## src/rtl/qspi_arb_pkg.sv

```systemverilog
// Shared types and constants for the QSPI bus arbiter.
package qspi_arb_pkg;

  localparam int unsigned IO_W = 4;

  typedef enum logic [1:0] {
    ST_IDLE  = 2'd0,
    ST_OWN   = 2'd1,
    ST_GUARD = 2'd2
  } arb_state_e;

  localparam logic OWNER_FLASH = 1'b0;
  localparam logic OWNER_PSRAM = 1'b1;

  localparam logic            CE_IDLE     = 1'b1;
  localparam logic            SCLK_IDLE   = 1'b0;
  localparam logic [IO_W-1:0] IO_OE_IDLE  = 4'h0;
  localparam logic [IO_W-1:0] IO_OUT_IDLE = 4'h0;
  localparam logic [IO_W-1:0] IO_IN_IDLE  = 4'h0;

  // Pin-level QSPI signals driven by one requester.
  typedef struct packed {
    logic            ce_n;
    logic            sclk;
    logic [IO_W-1:0] io_out;
    logic [IO_W-1:0] io_oe;
  } qspi_pins_t;

  // Returns the winning requester id; prefer1 breaks a tie toward requester 1.
  function automatic logic arb_winner(input logic req0, input logic req1, input logic prefer1);
    return req1 & (~req0 | prefer1);
  endfunction

endpackage

```

## src/rtl/qspi_pad_mux.sv

```systemverilog
// Combinational pad selection: routes the current owner onto the shared pads,
// otherwise parks the pads idle. The owner's CE pad is released as soon as its
// request drops so a late CE from the requester can never leak past release.
module qspi_pad_mux
  import qspi_arb_pkg::*;
(
  input  logic            active_i,
  input  logic            owner_i,
  input  logic            req0_i,
  input  logic            req1_i,
  input  qspi_pins_t      pins0_i,
  input  qspi_pins_t      pins1_i,
  input  logic [IO_W-1:0] pad_io_in_i,
  output logic            pad_ce0_n_o,
  output logic            pad_ce1_n_o,
  output logic            pad_sclk_o,
  output logic [IO_W-1:0] pad_io_out_o,
  output logic [IO_W-1:0] pad_io_oe_o,
  output logic [IO_W-1:0] io0_in_o,
  output logic [IO_W-1:0] io1_in_o
);

  // Owner/idle selection of every pad and of the read-data return paths.
  always_comb begin
    pad_ce0_n_o  = CE_IDLE;
    pad_ce1_n_o  = CE_IDLE;
    pad_sclk_o   = SCLK_IDLE;
    pad_io_out_o = IO_OUT_IDLE;
    pad_io_oe_o  = IO_OE_IDLE;
    io0_in_o     = IO_IN_IDLE;
    io1_in_o     = IO_IN_IDLE;
    if (active_i) begin
      if (owner_i == OWNER_FLASH) begin
        pad_ce0_n_o  = pins0_i.ce_n | ~req0_i;
        pad_sclk_o   = pins0_i.sclk;
        pad_io_out_o = pins0_i.io_out;
        pad_io_oe_o  = pins0_i.io_oe;
        io0_in_o     = pad_io_in_i;
      end else begin
        pad_ce1_n_o  = pins1_i.ce_n | ~req1_i;
        pad_sclk_o   = pins1_i.sclk;
        pad_io_out_o = pins1_i.io_out;
        pad_io_oe_o  = pins1_i.io_oe;
        io1_in_o     = pad_io_in_i;
      end
    end
  end

endmodule

```

## src/rtl/qspi_bus_arbiter.sv

```systemverilog
// Two-requester QSPI pin-group arbiter (flash on CE0, PSRAM on CE1).
// Grants exclusive ownership via req/gnt, inserts a guard gap of idle pads
// after every release and asks a long-holding owner to yield under contention.
// Build option QSPI_ARB_RR_EN: round-robin tie breaking instead of fixed
// priority to requester 0.
module qspi_bus_arbiter
  import qspi_arb_pkg::*;
#(
  parameter int unsigned GUARD_CYCLES = 2,
  parameter int unsigned MAX_HOLD     = 64,
  parameter int unsigned HOLD_W       = 8
) (
  input  logic            clk,
  input  logic            rst,
  input  logic            req0,
  input  logic            req1,
  output logic            gnt0,
  output logic            gnt1,
  output logic            yield0,
  output logic            yield1,
  input  logic            ce0_n_i,
  input  logic            ce1_n_i,
  input  logic            sclk0_i,
  input  logic            sclk1_i,
  input  logic [IO_W-1:0] io0_out_i,
  input  logic [IO_W-1:0] io1_out_i,
  input  logic [IO_W-1:0] io0_oe_i,
  input  logic [IO_W-1:0] io1_oe_i,
  output logic [IO_W-1:0] io0_in_o,
  output logic [IO_W-1:0] io1_in_o,
  output logic            pad_ce0_n,
  output logic            pad_ce1_n,
  output logic            pad_sclk,
  output logic [IO_W-1:0] pad_io_out,
  output logic [IO_W-1:0] pad_io_oe,
  input  logic [IO_W-1:0] pad_io_in,
  output logic            busy,
  output logic            owner
);

  localparam int unsigned        GUARD_W    = (GUARD_CYCLES > 1) ? $clog2(GUARD_CYCLES) : 1;
  localparam logic [GUARD_W-1:0] GUARD_LOAD = GUARD_W'((GUARD_CYCLES > 0) ? GUARD_CYCLES - 1 : 0);
  localparam logic [HOLD_W-1:0]  HOLD_MAX   = HOLD_W'(MAX_HOLD);
  localparam logic               YIELD_EN   = (MAX_HOLD != 0);

  arb_state_e         state_q, state_d;
  logic               gnt0_q, gnt0_d;
  logic               gnt1_q, gnt1_d;
  logic               yield0_q, yield0_d;
  logic               yield1_q, yield1_d;
  logic               owner_q, owner_d;
  logic [HOLD_W-1:0]  hold_q, hold_d;
  logic [GUARD_W-1:0] guard_q, guard_d;

  logic prefer1;
  logic win;
  logic owner_req;
  logic other_req;

  qspi_pins_t pins0;
  qspi_pins_t pins1;

`ifdef QSPI_ARB_RR_EN
  logic last_q, last_d;

  // A tie goes to whoever did not own the bus last.
  assign prefer1 = (last_q == OWNER_FLASH);
`else
  assign prefer1 = 1'b0;
`endif

  assign win       = arb_winner(req0, req1, prefer1);
  assign owner_req = (owner_q == OWNER_PSRAM) ? req1 : req0;
  assign other_req = (owner_q == OWNER_PSRAM) ? req0 : req1;

  // Next-state, grant, yield and counter logic.
  always_comb begin
    state_d  = state_q;
    gnt0_d   = gnt0_q;
    gnt1_d   = gnt1_q;
    yield0_d = yield0_q;
    yield1_d = yield1_q;
    owner_d  = owner_q;
    hold_d   = hold_q;
    guard_d  = guard_q;
`ifdef QSPI_ARB_RR_EN
    last_d   = last_q;
`endif
    unique case (state_q)
      ST_IDLE: begin
        hold_d = '0;
        if (req0 || req1) begin
          state_d = ST_OWN;
          owner_d = win;
          gnt0_d  = (win == OWNER_FLASH);
          gnt1_d  = (win == OWNER_PSRAM);
`ifdef QSPI_ARB_RR_EN
          last_d  = win;
`endif
        end
      end
      ST_OWN: begin
        if (!owner_req) begin
          gnt0_d   = 1'b0;
          gnt1_d   = 1'b0;
          yield0_d = 1'b0;
          yield1_d = 1'b0;
          hold_d   = '0;
          if (GUARD_CYCLES == 0) begin
            state_d = ST_IDLE;
          end else begin
            state_d = ST_GUARD;
            guard_d = GUARD_LOAD;
          end
        end else begin
          if (!other_req) begin
            hold_d = '0;
          end else if (hold_q != HOLD_MAX) begin
            hold_d = hold_q + HOLD_W'(1);
          end
          // Yield is sticky until the owner releases; no forced preemption.
          if (YIELD_EN && (hold_q == HOLD_MAX)) begin
            if (owner_q == OWNER_FLASH) begin
              yield0_d = 1'b1;
            end else begin
              yield1_d = 1'b1;
            end
          end
        end
      end
      ST_GUARD: begin
        if (guard_q == '0) begin
          state_d = ST_IDLE;
        end else begin
          guard_d = guard_q - GUARD_W'(1);
        end
      end
      default: begin
        state_d  = ST_IDLE;
        gnt0_d   = 1'b0;
        gnt1_d   = 1'b0;
        yield0_d = 1'b0;
        yield1_d = 1'b0;
        hold_d   = '0;
        guard_d  = '0;
      end
    endcase
  end

  // State and counter registers.
  always_ff @(posedge clk or posedge rst) begin
    if (rst) begin
      state_q  <= ST_IDLE;
      gnt0_q   <= 1'b0;
      gnt1_q   <= 1'b0;
      yield0_q <= 1'b0;
      yield1_q <= 1'b0;
      owner_q  <= OWNER_FLASH;
      hold_q   <= '0;
      guard_q  <= '0;
    end else begin
      state_q  <= state_d;
      gnt0_q   <= gnt0_d;
      gnt1_q   <= gnt1_d;
      yield0_q <= yield0_d;
      yield1_q <= yield1_d;
      owner_q  <= owner_d;
      hold_q   <= hold_d;
      guard_q  <= guard_d;
    end
  end

`ifdef QSPI_ARB_RR_EN
  // Last-owner register; resets to PSRAM so flash wins the first tie.
  always_ff @(posedge clk or posedge rst) begin
    if (rst) begin
      last_q <= OWNER_PSRAM;
    end else begin
      last_q <= last_d;
    end
  end
`endif

  assign gnt0   = gnt0_q;
  assign gnt1   = gnt1_q;
  assign yield0 = yield0_q;
  assign yield1 = yield1_q;
  assign owner  = owner_q;
  assign busy   = (state_q != ST_IDLE);

  assign pins0 = '{ce_n: ce0_n_i, sclk: sclk0_i, io_out: io0_out_i, io_oe: io0_oe_i};
  assign pins1 = '{ce_n: ce1_n_i, sclk: sclk1_i, io_out: io1_out_i, io_oe: io1_oe_i};

  qspi_pad_mux u_pad_mux (
    .active_i     (state_q == ST_OWN),
    .owner_i      (owner_q),
    .req0_i       (req0),
    .req1_i       (req1),
    .pins0_i      (pins0),
    .pins1_i      (pins1),
    .pad_io_in_i  (pad_io_in),
    .pad_ce0_n_o  (pad_ce0_n),
    .pad_ce1_n_o  (pad_ce1_n),
    .pad_sclk_o   (pad_sclk),
    .pad_io_out_o (pad_io_out),
    .pad_io_oe_o  (pad_io_oe),
    .io0_in_o     (io0_in_o),
    .io1_in_o     (io1_in_o)
  );

endmodule

```

## config.mk

```make
export PLATFORM = sky130hd
export DESIGN_NAME = qspi_bus_arbiter
export DESIGN_NICKNAME = d
export VERILOG_FILES = /design/src/rtl/qspi_arb_pkg.sv /design/src/rtl/qspi_pad_mux.sv /design/src/rtl/qspi_bus_arbiter.sv
export SDC_FILE = /design/constraint.sdc
export NUM_CORES = 1
export LEC_CHECK = 0
export ABC_AREA = 1
export CAP_MARGIN = 0
export CORE_MARGIN = 2
export CORE_UTILIZATION = 46
export DETAILED_ROUTE_END_ITERATION = 16
export PLACE_DENSITY = 0.86
export SYNTH_ARGS = -nofsm -noshare
export SYNTH_HDL_FRONTEND = slang
export SYNTH_HIERARCHICAL = 1
export SYNTH_SLANG_ARGS = --single-unit
```

## constraint.sdc

```tcl
create_clock -name clk -period 4.2 [get_ports clk]
set_input_delay 0.84 -clock clk [delete_from_list [all_inputs] [get_ports clk]]
set_output_delay 0.84 -clock clk [all_outputs]
set_load 0.005 [all_outputs]
```

* Yosys cells after proc, flatten, opt, wreduce, memory -nomap -nowiden
Index checks and enable logic that the tools add are counted.
Operators by class: reduce and logical (&&, ||, !) cells 11, mux-type cells 40, $add $sub $neg 2, multiply operators 0, bitwise operators 9, div/mod/pow operators 0, equal/unequal tests 11, shift-type cells 0, $lt $le $gt $ge 0
Operator list (number):
- $mux 4 | 8
- $mux 8 | 3
- $mux 1 | 19
- $pmux 8 s2 | 1
- $reduce_and 3->1 | 4
- $ne 3x3->1 const B | 3
- $pmux 1 s3 | 3
- $add 8x1->8 const B | 1
- $eq 8x7->1 const B | 1
- $ne 8x7->1 const B | 1
- $mux 2 | 3
- $ne 2x2->1 const B | 3
- $not 1->1 | 6
- $pmux 2 s3 | 1
- $reduce_and 2->1 | 3
- $ne 4x4->1 const B | 1
- $pmux 1 s2 | 2
- $eq 2x1->1 const B | 1
- $eq 2x2->1 const B | 1
- $logic_not 2->1 | 1
- $or 1x1->1 | 2
- $reduce_bool 2->1 | 1
- $reduce_or 2->1 | 1
- $and 1x1->1 | 1
- other kinds (2) | 2
Word-level totals: logic and storage cells 81, bits in latches 0, RAM bits 0, input bits 28, register bits after elaboration 16, bits in read-only memories 0, memories 0, output and inout bits 25

* Logic depth before layout (Yosys ltp)
depth in word-level cells 5, gate-level depth with buffers 9, mapped depth without buffers 9

* Hierarchy
The synthesis kept the hierarchy.
By module, submodules not included:
- qspi_bus_arbiter | times used 1, seq. area each 400.4 um^2, area an instance 1029.7 um^2, cells an instance 128
- qspi_pad_mux | times used 1, seq. area each 0.0 um^2, area an instance 225.2 um^2, cells an instance 51

* Least setup slack after synthesis
OpenSTA, ideal clock, no wires.
kind register to output, start point register state_q[1], end point output io1_in_o[0], data arrival time 1006 ps, buffers on the path 1, cell stages (with the launch flop) 5, required time 3360 ps, setup slack 2354 ps, path through dfrtp_1 nor2_8 buf_4 nand2_1 nor2_1
On the way: longest elaborated chain between the ends 2
Ends and longest elaborated chain:
- start, declared | line qspi_bus_arbiter.sv:46 | arb_state_e state_q, state_d;
- start signal, assigned | line qspi_bus_arbiter.sv:162 | state_q <= state_d;
- $eq 2x1->1 | line qspi_bus_arbiter.sv:195 | .active_i (state_q == ST_OWN),
- $mux 4 | line qspi_pad_mux.sv:32 | if (active_i) begin
- end, declared | line qspi_bus_arbiter.sv:30 | output logic [IO_W-1:0] io1_in_o,
No other way between the ends.

* Worst setup path in the final report
start point register state_q[0], end point output io0_in_o[0]
On the way: longest elaborated chain between the ends 2
Ends and longest elaborated chain:
- $eq 2x1->1 | line qspi_bus_arbiter.sv:195
- $mux 4 | line qspi_pad_mux.sv:32
- end, declared | line qspi_bus_arbiter.sv:29 | output logic [IO_W-1:0] io0_in_o,
No other way between the ends.

==> flow_metrics.py <==
metrics = {
    "worst_setup_path": {
        "critPathRequiredTime_ns": 3.36,
        "endpoint_kind": "primary output",
        "start_kind": "flop",
        "worstSetupPathType": "flop to primary output",
        "path_max_fanout": 28,
        "worst_ep_arrival_time_ns": 2.09,
    },
    "clock_tree": {
        "path_clk_slew_ns": 0.09,
        "cts_resized": 0,
        "cts_root_buf": "clkbuf_4",
        "htree_levels": 1,
        "clock_sinks": 16,
        "cts_tree": "done",
        "postCtsSetupRepairBufs": 0,
        "cts_buffer_depth": 2,
        "cts_made_buffers": 3,
        "clock_latency_ns": 0.30,
        "holdBufCountCts": 0,
    },
    "detailed_routing": {
        "drt_wl_total_mm": 3.10,
        "ant_nets": 0,
        "wl_met3_um": 268,
        "wl_met1_mm": 1.45,
        "drtIter0Drc": 84,
        "top_layer_used": "met4",
        "firstDrtPassIters": 4,
        "drc": 0,
        "vias": 1330,
        "routedWlPerCell_um": 11.9,
        "vias_per_cell": 5.10,
        "wl_met2_mm": 1.35,
    },
    "sta": {
        "fmax_mhz": 342,
        "finalMaxSlewViolations": 0,
        "tightest_slew_ns": 0.610,
        "fin_tns_setup_ns": 0,
        "setup_viol": 0,
        "min_period_ns": 2.93,
        "hold_viol_final": 0,
        "skew_ns": 0.0137,
        "maxSlewHeadroom_pct": 59.4,
        "rsz0062_at_grt": "false",
        "fin_crit_sh_pct": 69.7,
    },
    "synth": {
        "synth_area_leaders": "dfrtp_1 (32%), nand3_1 (13%), nand2_1 (11%), nor2_1 (6.0%), inv_1 (5.7%)",
        "syn_avg_cell_area_um2": 7.01,
        "synth-edff-count": 0,
        "synth_area_um2": 1250,
        "yosysUniqueCellTypes": 28,
        "syn_nets": 209,
        "yosysWarnings": 6,
        "synth_seq_cells": 16,
        "synth_common_cells": "nand2_1 (36), nand3_1 (33), nor2_1 (20)",
        "synth_area_leader_cell": "dfrtp_1",
        "synthFlopType": "dfrtp_1",
        "yosysSeqAreaShare_pct": 31.9,
        "synthDominantCellAreaShare_pct": 31.9,
        "synth-async-reset-ratio_pct": 100,
        "synthCells": 179,
        "yosysMostFrequentCell": "nand2_1",
    },
    "cells_and_area": {
        "final_cell_area_um2": 1820,
        "finish.utilization_pct": 72.1,
        "num_antenna_cells": 0,
        "drive_gt1_share_pct": 13.4,
        "area_growth_pct": 44.9,
        "nNetsFinal": 262,
        "nFillCells": 199,
    },
    "global_route": {
        "antenna_found_initial": 0,
        "grt_usage_pct": 20.5,
        "grt_pass1_vias": 1212,
        "overflow": 0,
        "grt_pass1_wl_mm": 5.33,
        "grt_start_max_net_pins": 29,
    },
    "floorplan": {
        "die_area_um2": 3160,
        "die_w_um": 56.2,
        "start_util_pct": 49.8,
        "die_y_um": 56.2,
        "rows": 18,
        "core_um2": 2520,
        "pin_count": 53,
    },
    "worst_hold_path": {
        "hp-class": "flop to flop",
    },
    "power_and_ir_drop": {
        "ir_drop_uv": 523,
        "p_leak_uw": 0.000867,
        "power_density_nw_per_um2": 468,
    },
    "placement": {
        "gp_congestion": 0.849,
        "port-buffer-count": 52,
        "place_area_um2": 1780,
        "dp_hpwl_mm": 2.43,
    },
    "run": {
        "max-cap-violations": 0,
    },
    "outcome": {
        "run_status": "finished clean",
    },
}
## placed cells by master, fill, tap and decap left out
cell type         n
nand2_4           5
or2_1             1
nand3_2           2
a21oi_2           1
clkbuf_8          1
clkbuf_4          3
nor2_8            1
o21ai_1           4
o21ai_0           5
or2_2             1
o21ai_2           3
inv_4             2
a21oi_1           1
nand2_1          36
clkinv_1          1
xnor2_1           1
nor2_2            2
ha_1              2
inv_2             6
nor2_1           20
clkdlybuf4s50_1  52
nand4_2           1
nand3_1          33
nand4_1           9
nor3_4            1
inv_1            19
nand2_2           2
dfrtp_1          16
## where the power goes
part / switching, uW / internal, uW / leakage [uW]
logic: 255 / 243 / 0.000633
registers: 57.3 / 190 / 0.000214
clock network: 52.5 / 52.9 / 0.0000210
## logic make-up (layout without fill, tap and decap cells)
logic type | count (synthesis) | after routing | share of synthesized area [%]
adders and majority gates | 2 | 2 | 1.99
and+or+nand+nor | 114 | 114 | 47.4
xor gates and xnor gates | 1 | 1 | 0.698
DFF | 16 | 16 | 31.9
AOI/OAI and AO/OA | 14 | 14 | 6.78
buffers and inverters | 32 | 84 | 11.3
## per-layer routing
| metal | vias up | track usage (%) |
|---|---|---|
| li1 | 687 | - |
| met1 | 588 | 26.1 |
| met2 | 51 | 33.8 |
| met3 | 4 | 5.58 |
| met4 | 0 | 6.12 |
| met5 | - | 0 |
## worst max-delay path: stages, from the launching register on
cell and delay, ns:
dfrtp_1 0.56, inv_4 0.08, nor2_8 0.32, nand2_1 0.20
nor2_1 0.12, clkdlybuf4s50_1 0.51
## sequential cells by signal, summed over array words and instances (netlist names)
register and flops:
gnt0 1, guard_q 1, state_q 2, hold_q 8
yield0 1, gnt1 1, owner 1, yield1 1
## per-stage QoR
stage	setup slack [ns]	instances	hold slack [ns]	power, uW
after floorplan	2.35	179	0.464	534
after global placement	1.34	257	0.460	745
after detailed placement	1.30	257	0.473	748
after CTS	1.27	261	0.496	856
after global routing	1.09	261	0.517	922
final	1.27	261	0.490	852
## worst paths after layout
check / from / endpoint / slack [ns] / depth (start not counted)
hold reg to reg: yield1 / yield1 / 0.49 / 2
max in group asynchronous: rst / yield1 / 2.90 / 2
setup reg to reg: state_q[0] / yield1 / 2.60 / 7
setup / recovery: state_q[0] / io0_in_o[0] / 1.27 / 5
min in group asynchronous: rst / hold_q[6] / 0.89 / 2
hold / removal: yield1 / yield1 / 0.49 / 2
## final cells by class
| cell class | instances | area (um^2) | share of cell area, % |
|---|---|---|---|
| inverter | 28 | 110 | 6.06 |
| tap | 30 | 37.5 | 2.06 |
| clock buffer | 4 | 36.3 | 2.00 |
| sequential | 16 | 400 | 22.0 |
| timing repair buffer | 52 | 520 | 28.6 |
| multi-input combinational | 131 | 713 | 39.2 |
(Power assumes the default switching activity.)
